**config.mk**
```make
export PLATFORM = sky130hd
export DESIGN_NAME = mp_control
export DESIGN_NICKNAME = d
export VERILOG_FILES = /design/src/rtl/mp_pkg.sv /design/src/rtl/mp_control.sv
export SDC_FILE = /design/constraint.sdc
export NUM_CORES = 1
export LEC_CHECK = 0
export ABC_AREA = 1
export CAP_MARGIN = 10
export CORE_ASPECT_RATIO = 0.6
export CORE_MARGIN = 4
export CORE_UTILIZATION = 35
export CTS_BUF_LIST = sky130_fd_sc_hd__clkbuf_16
export DETAILED_ROUTE_END_ITERATION = 10
export PLACE_DENSITY_LB_ADDON = 0.15
export RECOVER_POWER = 50
export SYNTH_ARGS = -nofsm -noshare
export SYNTH_HDL_FRONTEND = slang
export SYNTH_SLANG_ARGS = --single-unit
```
**constraint.sdc**
```tcl
create_clock -name clk -period 1.7 [get_ports clk]
set_input_delay 0.17 -clock clk [delete_from_list [all_inputs] [get_ports clk]]
set_output_delay 0.17 -clock clk [all_outputs]
set_load 0.01 [all_outputs]
```
**src/rtl/mp_pkg.sv**
```systemverilog
// Shared definitions for the shift-add multiplier controller: select codes,
// FSM states and the per-state select decode.
package mp_pkg;

    localparam int WIDTH_DEF = 32;

    localparam logic [1:0] SEL_LOAD = 2'b00;
    localparam logic [1:0] SEL_OP   = 2'b01;
    localparam logic [1:0] SEL_HOLD = 2'b11;

    typedef enum logic [2:0] {
        IDLE    = 3'd0,
        LOAD    = 3'd1,
        TEST    = 3'd2,
        ADD     = 3'd3,
        SHIFT   = 3'd4,
        CAPTURE = 3'd5,
        RESULT  = 3'd6
    } state_t;

    typedef struct packed {
        logic [1:0] b;
        logic [1:0] q;
        logic [1:0] a;
        logic [1:0] n;
    } sel_bundle_t;

    // Selects are a pure function of state; the caller registers them.
    function automatic sel_bundle_t sel_for_state(input state_t s);
        sel_bundle_t sb;
        sb = '{b: SEL_HOLD, q: SEL_HOLD, a: SEL_HOLD, n: SEL_HOLD};
        case (s)
            LOAD:    sb = '{b: SEL_LOAD, q: SEL_LOAD, a: SEL_LOAD, n: SEL_LOAD};
            ADD:     sb.a = SEL_OP;
            SHIFT:   sb = '{b: SEL_OP, q: SEL_OP, a: SEL_HOLD, n: SEL_OP};
            default: sb = '{b: SEL_HOLD, q: SEL_HOLD, a: SEL_HOLD, n: SEL_HOLD};
        endcase
        return sb;
    endfunction

endpackage

```
**src/rtl/mp_control.sv**
```systemverilog
// Sequencing FSM for the shift-add multiplier datapath: load, WIDTH test/add/shift
// iterations, product capture and a valid/ready result hand-off.
//
// state   | meaning
// --------+-------------------------------------------------------------
// IDLE    | waiting for start, all selects HOLD
// LOAD    | datapath loads operands, A cleared, N loaded with WIDTH
// TEST    | inspect N and Q[0]; choose ADD, SHIFT or CAPTURE
// ADD     | A += B
// SHIFT   | B <<= 1, Q >>= 1, N -= 1, shift counter advances
// CAPTURE | product <= A
// RESULT  | product_valid high until product_ready
module mp_control
    import mp_pkg::*;
#(
    parameter int WIDTH = WIDTH_DEF,
    parameter int CNT_W = 6
) (
    input  logic                 clk,
    input  logic                 rst,
    input  logic                 start,
    output logic                 busy,
    input  logic [WIDTH-1:0]     qsub0,
    input  logic [WIDTH-1:0]     n_eq_0,
    input  logic [2*WIDTH-1:0]   resultado,
    output logic [1:0]           B_sel,
    output logic [1:0]           Q_sel,
    output logic [1:0]           A_sel,
    output logic [1:0]           N_sel,
    output logic [2*WIDTH-1:0]   product,
    output logic                 product_valid,
    input  logic                 product_ready,
    output logic                 err
);

    state_t             r_state;
    state_t             w_next;
    logic [CNT_W-1:0]   r_cnt;
    sel_bundle_t        r_sel;
    sel_bundle_t        w_sel_next;
    logic [2*WIDTH-1:0] r_product;
    logic               r_err;

    logic w_cnt_done;
    logic w_n_zero;
    logic w_set_err;
    logic w_accept;
    logic w_unused_q;

    assign w_cnt_done = (r_cnt == CNT_W'(WIDTH));
    assign w_n_zero   = (n_eq_0 == '0);
    assign w_accept   = (r_state == IDLE) && start;
    // Only the current multiplier bit matters to sequencing.
    assign w_unused_q = ^qsub0[WIDTH-1:1];

    always_comb begin
        w_next    = r_state;
        w_set_err = 1'b0;
        case (r_state)
            IDLE:    if (start) w_next = LOAD;
            LOAD:    w_next = TEST;
            TEST: begin
                if (w_n_zero && w_cnt_done) begin
                    w_next = CAPTURE;
                end else if (w_n_zero || w_cnt_done) begin
                    w_set_err = 1'b1;
                    w_next    = CAPTURE;
                end else if (qsub0[0]) begin
                    w_next = ADD;
                end else begin
                    w_next = SHIFT;
                end
            end
            ADD:     w_next = SHIFT;
            SHIFT:   w_next = TEST;
            CAPTURE: w_next = RESULT;
            RESULT:  if (product_ready) w_next = IDLE;
            default: w_next = IDLE;
        endcase
    end

    assign w_sel_next = sel_for_state(w_next);

    always_ff @(posedge clk) begin
        if (rst) begin
            r_state   <= IDLE;
            r_sel     <= '{b: SEL_HOLD, q: SEL_HOLD, a: SEL_HOLD, n: SEL_HOLD};
            r_product <= '0;
            r_err     <= 1'b0;
            r_cnt     <= '0;
        end else begin
            r_state <= w_next;
            r_sel   <= w_sel_next;
            if (r_state == CAPTURE) begin
                r_product <= resultado;
            end
            if (w_accept) begin
                r_err <= 1'b0;
            end else if (w_set_err) begin
                r_err <= 1'b1;
            end
            if (w_accept) begin
                r_cnt <= '0;
            end else if (r_state == SHIFT && !w_cnt_done) begin
                r_cnt <= r_cnt + CNT_W'(1);
            end
        end
    end

    assign busy          = (r_state != IDLE);
    assign product_valid = (r_state == RESULT);
    assign product       = r_product;
    assign err           = r_err;
    assign B_sel         = r_sel.b;
    assign Q_sel         = r_sel.q;
    assign A_sel         = r_sel.a;
    assign N_sel         = r_sel.n;

endmodule

```
# Word level (Yosys, flattened, before mapping)

Cells that the tools add are included.

Flip-flop bits (word level): 82
Bits of input ports: 132
Output and inout bits: 75
Word-level logic and storage cells: 41

Add/sub/neg operators: 1
Equality and inequality tests: 10
Multiplexer cells: 12
Reductions and logical operators: 10

Operator list:

| operator              | count |
|---|---|
| $logic_not A32 Y1     | 1 |
| $pmux W3 S6           | 1 |
| $mux W3               | 5 |
| $eq A3 B3 Y1 const B  | 4 |
| $eq A3 B2 Y1 const B  | 3 |
| $pmux W2 S2           | 2 |
| $pmux W4 S2           | 1 |
| $add A6 B1 Y6 const B | 1 |
| $eq A3 B1 Y1 const B  | 2 |
| $eq A6 B6 Y1 const B  | 1 |
| $reduce_or A2 Y1      | 2 |
| $logic_and A1 B1 Y1   | 3 |
| $logic_not A3 Y1      | 1 |
| $mux W1               | 3 |
| $reduce_bool A3 Y1    | 1 |
| $logic_not A1 Y1      | 1 |
| $logic_or A1 B1 Y1    | 1 |

# Depth between registers and ports, before layout

Gate-level depths: netlist of the first run.

Depth after elaboration: 7
Mapped depth: 13
Mapped depth without buffers: 13

# Least setup slack after synthesis of the first run

OpenSTA, ideal clock, no wires.

Path type: register to register
From: reg r_cnt[0]
To: reg r_sel (netlist bit A_sel[1])
Setup time: 118 ps
Data arrival time: 1420 ps
Slack: 162 ps
Cell stages (with the launch flop): 11
Clock period less this slack: 1538 ps
Cells stage by stage: dfxtp_1 > inv_1 > ha_1 > nand2_1 > nor2_1 > ha_1 > nand3b_1 > nand2_1 > inv_1 > nor2_1 > nand2_1

Word-level cells in the longest chain between the ends: 7
Elaborated cells on any way between the ends: 9

Ends and longest elaborated chain:

| item                                         | RTL line          | text |
|---|---|---|
| from (decl)                                  | mp_control.sv:38  | `logic [CNT_W-1:0] r_cnt;` |
| from (signal assigned)                       | mp_control.sv:105 | `r_cnt <= r_cnt + CNT_W'(1);` |
| $eq A6 B6 Y1 *                               | mp_control.sv:50  | `assign w_cnt_done = (r_cnt == CNT_W'(WIDTH));` |
| $logic_or A1 B1 Y1                           | mp_control.sv:65  | `end else if (w_n_zero \|\| w_cnt_done) begin` |
| $mux W3                                      | mp_control.sv:65  |  |
| $mux W3 *                                    | mp_control.sv:63  | `if (w_n_zero && w_cnt_done) begin` |
| $pmux W3 S6 *                                | mp_control.sv:59  | `case (r_state)` |
| $eq A3 B2 Y1 or $eq A3 B1 Y1 (tied branches) | mp_pkg.sv:32      | `case (s)` |
| $pmux W2 S2 *                                | mp_pkg.sv:32      |  |
| to (signal assigned)                         | mp_control.sv:87  | `r_sel <= '{b: SEL_HOLD, q: SEL_HOLD, a: SEL_HOLD, n: SEL_HOLD};` |
| to (signal assigned)                         | mp_control.sv:93  | `r_sel <= w_sel_next;` |
| to (decl)                                    | mp_control.sv:39  | `sel_bundle_t r_sel;` |

Mark *: on every way between the ends. The rest lies on a longest branch, timed or not.
A chain may end at the register's enable or synchronous reset.

# Worst setup path after layout of the first run

From: in n_eq_0[19]
To: reg r_sel (netlist bit A_sel[1])

Word-level cells in the longest chain between the ends: 7
Elaborated cells on any way between the ends: 9

Ends and longest elaborated chain:

| item                                         | RTL line         | text |
|---|---|---|
| from (decl)                                  | mp_control.sv:24 | `input logic [WIDTH-1:0] n_eq_0,` |
| $logic_not A32 Y1 *                          | mp_control.sv:51 | `assign w_n_zero = (n_eq_0 == '0);` |
| $logic_or A1 B1 Y1                           | mp_control.sv:65 |  |
| $mux W3                                      | mp_control.sv:65 |  |
| $mux W3 *                                    | mp_control.sv:63 |  |
| $pmux W3 S6 *                                | mp_control.sv:59 |  |
| $eq A3 B2 Y1 or $eq A3 B1 Y1 (tied branches) | mp_pkg.sv:32     |  |
| $pmux W2 S2 *                                | mp_pkg.sv:32     |  |

Marked as above.

==> results.json, run 1 <==
{
  "netlist_area_mm2": 0.00305,
  "arrival_ns": 1.76,
  "maxCapViolations": 0,
  "power_leakage_nw": 1.97,
  "rr_worst_depth": 10,
  "num_vias": 3170,
  "totalWireLength_um": 9200,
  "netlist_instances": 418,
  "io_pins": 207,
  "finalCriticalPeriod_ns": 1.54,
  "path_clk_slew_ns": 0.06,
  "endpoint_kind": "register",
  "slew_headroom": 0.657,
  "synth-async-reset-ratio": 0,
  "antenna_found_initial": 0,
  "grt_usage": 0.180,
  "cp.buffers_inverters": 3,
  "hold_path_class": "primary input to register",
  "avgViaCountPerCell": 4.48,
  "worstHoldStart": "resultado[28]",
  "slowest_stage": "clkdlybuf4s50_1",
  "die_y_um": 80.3,
  "clock.fmax_ghz": 0.648,
  "path_delay_family": "simple AND/OR/NAND/NOR gates",
  "final_area_mm2": 0.00520,
  "ir_drop_mv": 0.574,
  "finalSetupViolations": 0,
  "tightest_slew_ns": 0.515,
  "synth_fp_nets": 554,
  "drt_iter0_drc": 107,
  "first_pass_iters": 5,
  "wl_per_cell_um": 13.0,
  "core_area_mm2": 0.00849,
  "clockBufferDepth": 2,
  "start_util": 0.359,
  "finClkSkew_ns": 0.00495,
  "cts-htree-levels": 3,
  "hold_viol_final": 0,
  "outcome": "finished clean",
  "worst_hold_slack_ns": 0.448,
  "cts.sinks": 78,
  "finalMaxSlewViolations": 0,
  "syn2layout_area_growth_pct": 70.4,
  "synth_ff_type": "dfxtp_1",
  "min_delay_path_depth": 3,
  "num_antenna_cells": 0,
  "drc": 0,
  "syn_avg_cell_area_um2": 7.30,
  "grt_pass1_vias": 3052,
  "fin_util": 0.612,
  "fin_setup_tns_ns": 0,
  "fin_nets": 726,
  "path_common_cell": "nand2_1",
  "worstSkewPairLatency_ns": 0.32,
  "die-area_mm2": 0.0103,
  "ys_ff_latch": 78,
  "dpl.hpwl_um": 6730,
  "grt_pass1_wl_um": 14700,
  "holdPathEnd": "product[28]$_SDFFE_PP0P_",
  "synth_top_area_cell": "dfxtp_1",
  "required_ns": 1.91,
  "drtAntennaViolNets": 0,
  "synth_top_area_frac": 0.512,
  "period_share": 0.908,
  "grt_overflow": 0,
  "place_area_mm2": 0.00491,
  "row_count": 26,
  "cts_made_buffers": 9,
  "r2r_slack_ns": 0.18,
  "slowest_delay_ns": 0.40,
  "finalWeightedCongestion": 0.856,
  "crit_path_cell_trace": "clkdlybuf4s50_1, nor2_1, nand2_1, nor2_1, nand4_1, inv_1, ha_2, nor2_1, nand2_1, nand2_1, nand2_1, inv_1, nor2_2, nand2_1",
  "crit_path_max_fanout": 3,
  "die_w_um": 129,
  "synth_cell_types": 23,
  "grt_max_degree": 49,
  "reg2reg_to": "A_sel[1]$_SDFF_PP1_",
  "cp-start-kind": "primary input",
  "io_buffer_count": 175,
  "synth_area_leaders": "dfxtp_1 (51%), nor2_1 (20%), o21ai_0 (9.5%), nand2_1 (5.5%), ha_1 (1.6%)",
  "layout-drive-gt1-share": 0.0538,
  "cts_tree": "yes",
  "synth_edf_count": 0,
  "ys_warn_count": 0,
  "p_per_area_mw_per_mm2": 788,
  "cts-root-buf": "clkbuf_16",
  "ys_seq_area_frac": 0.512,
  "r2r_start": "r_cnt[0]$_SDFFE_PP0P_",
  "setup.worst_path.class": "primary input to register"
}
## sequential cells by signal, indices dropped and copies added, names as in the netlist
register	flops
A_sel	2
B_sel	2
err	1
r_state	3
product	64
r_cnt	6
## per-layer routing
metal,global-route usage,share of wire,wire [um],vias to the layer above
met2,0.269,0.43,3970,117
met1,0.228,0.45,4170,1388
met5,0,0,0,-
met3,0.0930,0.11,989,8
li1,-,-,-,1657
met4,0.0482,0.0073,67,0
## cell families (layout without fill, tap and decap cells)
| logic type | after synthesis | after routing | share of synthesized area |
|---|---|---|---|
| buffers and inverters | 39 | 216 | 0.0595 |
| adder cells (fa/ha/maj) | 4 | 4 | 0.0164 |
| flip-flops | 78 | 78 | 0.512 |
| AND/OR/NAND/NOR | 221 | 221 | 0.283 |
| XOR/XNOR | 3 | 3 | 0.00862 |
| AO/OA/AOI/OAI | 73 | 73 | 0.121 |
## worst reg2reg max path, delay by kind of cell (launching register included)
family	cells	cell delay, ns
simple gates	6	0.58
fa+ha+maj	2	0.38
buf+inv	2	0.12
flops	1	0.33
## synthesized netlist by cell type (2+ instances only)
cell type / count
inv_1: 13
nand3_1: 10
o21ai_0: 58
ha_1: 4
nor2_1: 160
inv_2: 2
buf_4: 6
buf_2: 7
a21oi_1: 7
xnor2_1: 2
nor2_2: 2
nand2_1: 45
o21ai_1: 6
clkbuf_2: 3
clkbuf_1: 8
dfxtp_1: 78
## layout by cell type, fill, tap and decap left out, drive strengths merged
cell and count:
inv 16, ha 4, clkinvlp 1, clkinv 5
nand3b 1, xnor2 2, o21bai 1, nand4 1
nand3 11, nor2 162, a21oi 7, clkbuf 10
nand2 45, a31oi 1, xor2 1, clkdlybuf4s50 173
dlymetal6s2s 2, o21ai 64, dfxtp 78, buf 9
and2 1
## power by group
| part | internal [mW] | switching (mW) | total, mW |
|---|---|---|---|
| clock network | 0.961 | 0.698 | 1.66 |
| logic | 0.346 | 0.202 | 0.548 |
| registers | 1.87 | 0.0230 | 1.89 |
| total | 3.18 | 0.923 | 4.10 |
## stage by stage
stage	setup WS (ns)	instances	power (mW)
4_1_cts	0.00463	706	4.16
5_1_grt	-0.0190	707	4.30
3_5_place_dp	-0.174	690	2.48
2_1_floorplan	0.162	418	2.12
3_3_place_gp	-0.109	690	2.47
6_report	0.157	707	4.10
## how the worst max path moves through the flow
| stage | cells after the start | end | start |
|---|---|---|---|
| CTS | 5 | busy | r_state[2]$_SDFF_PP0_ |
| global placement | 14 | A_sel[1]$_SDFF_PP1_ | n_eq_0[23] |
| detailed placement | 14 | A_sel[1]$_SDFF_PP1_ | n_eq_0[19] |
| global route | 14 | A_sel[1]$_SDFF_PP1_ | n_eq_0[19] |
| floorplan | 10 | A_sel[1]$_SDFF_PP1_ | r_cnt[0]$_SDFFE_PP0P_ |
| finish | 14 | A_sel[1]$_SDFF_PP1_ | n_eq_0[19] |
## layout make-up
class | instances | area (um^2)
flip-flops and latches | 78 | 1560
repair buffers | 185 | 1850
well taps | 112 | 140
inverters | 15 | 56.3
clock inverters | 7 | 32.5
fillers | 725 | 3290
clock buffers | 9 | 225
multi-input cells | 301 | 1330
## what timing repair did
action	CTS	global route
gates resized for setup	3	9
hold buffers	0	0
buffers inserted	0	1
pin swaps	0	1
endpoints found under the setup margin	2	6
No activity file was read; power rests on OpenSTA's default activity.
==> run 2: changes to the inputs <==
--- a/config.mk
+++ b/config.mk
@@ -6,7 +6,6 @@
 export NUM_CORES = 1
 export LEC_CHECK = 0
 export ABC_AREA = 1
-export CAP_MARGIN = 10
 export CORE_ASPECT_RATIO = 0.6
 export CORE_MARGIN = 4
 export CORE_UTILIZATION = 35
==> results of run 2 <==
Final layout, timing and power as in run 1 (identical DEF).
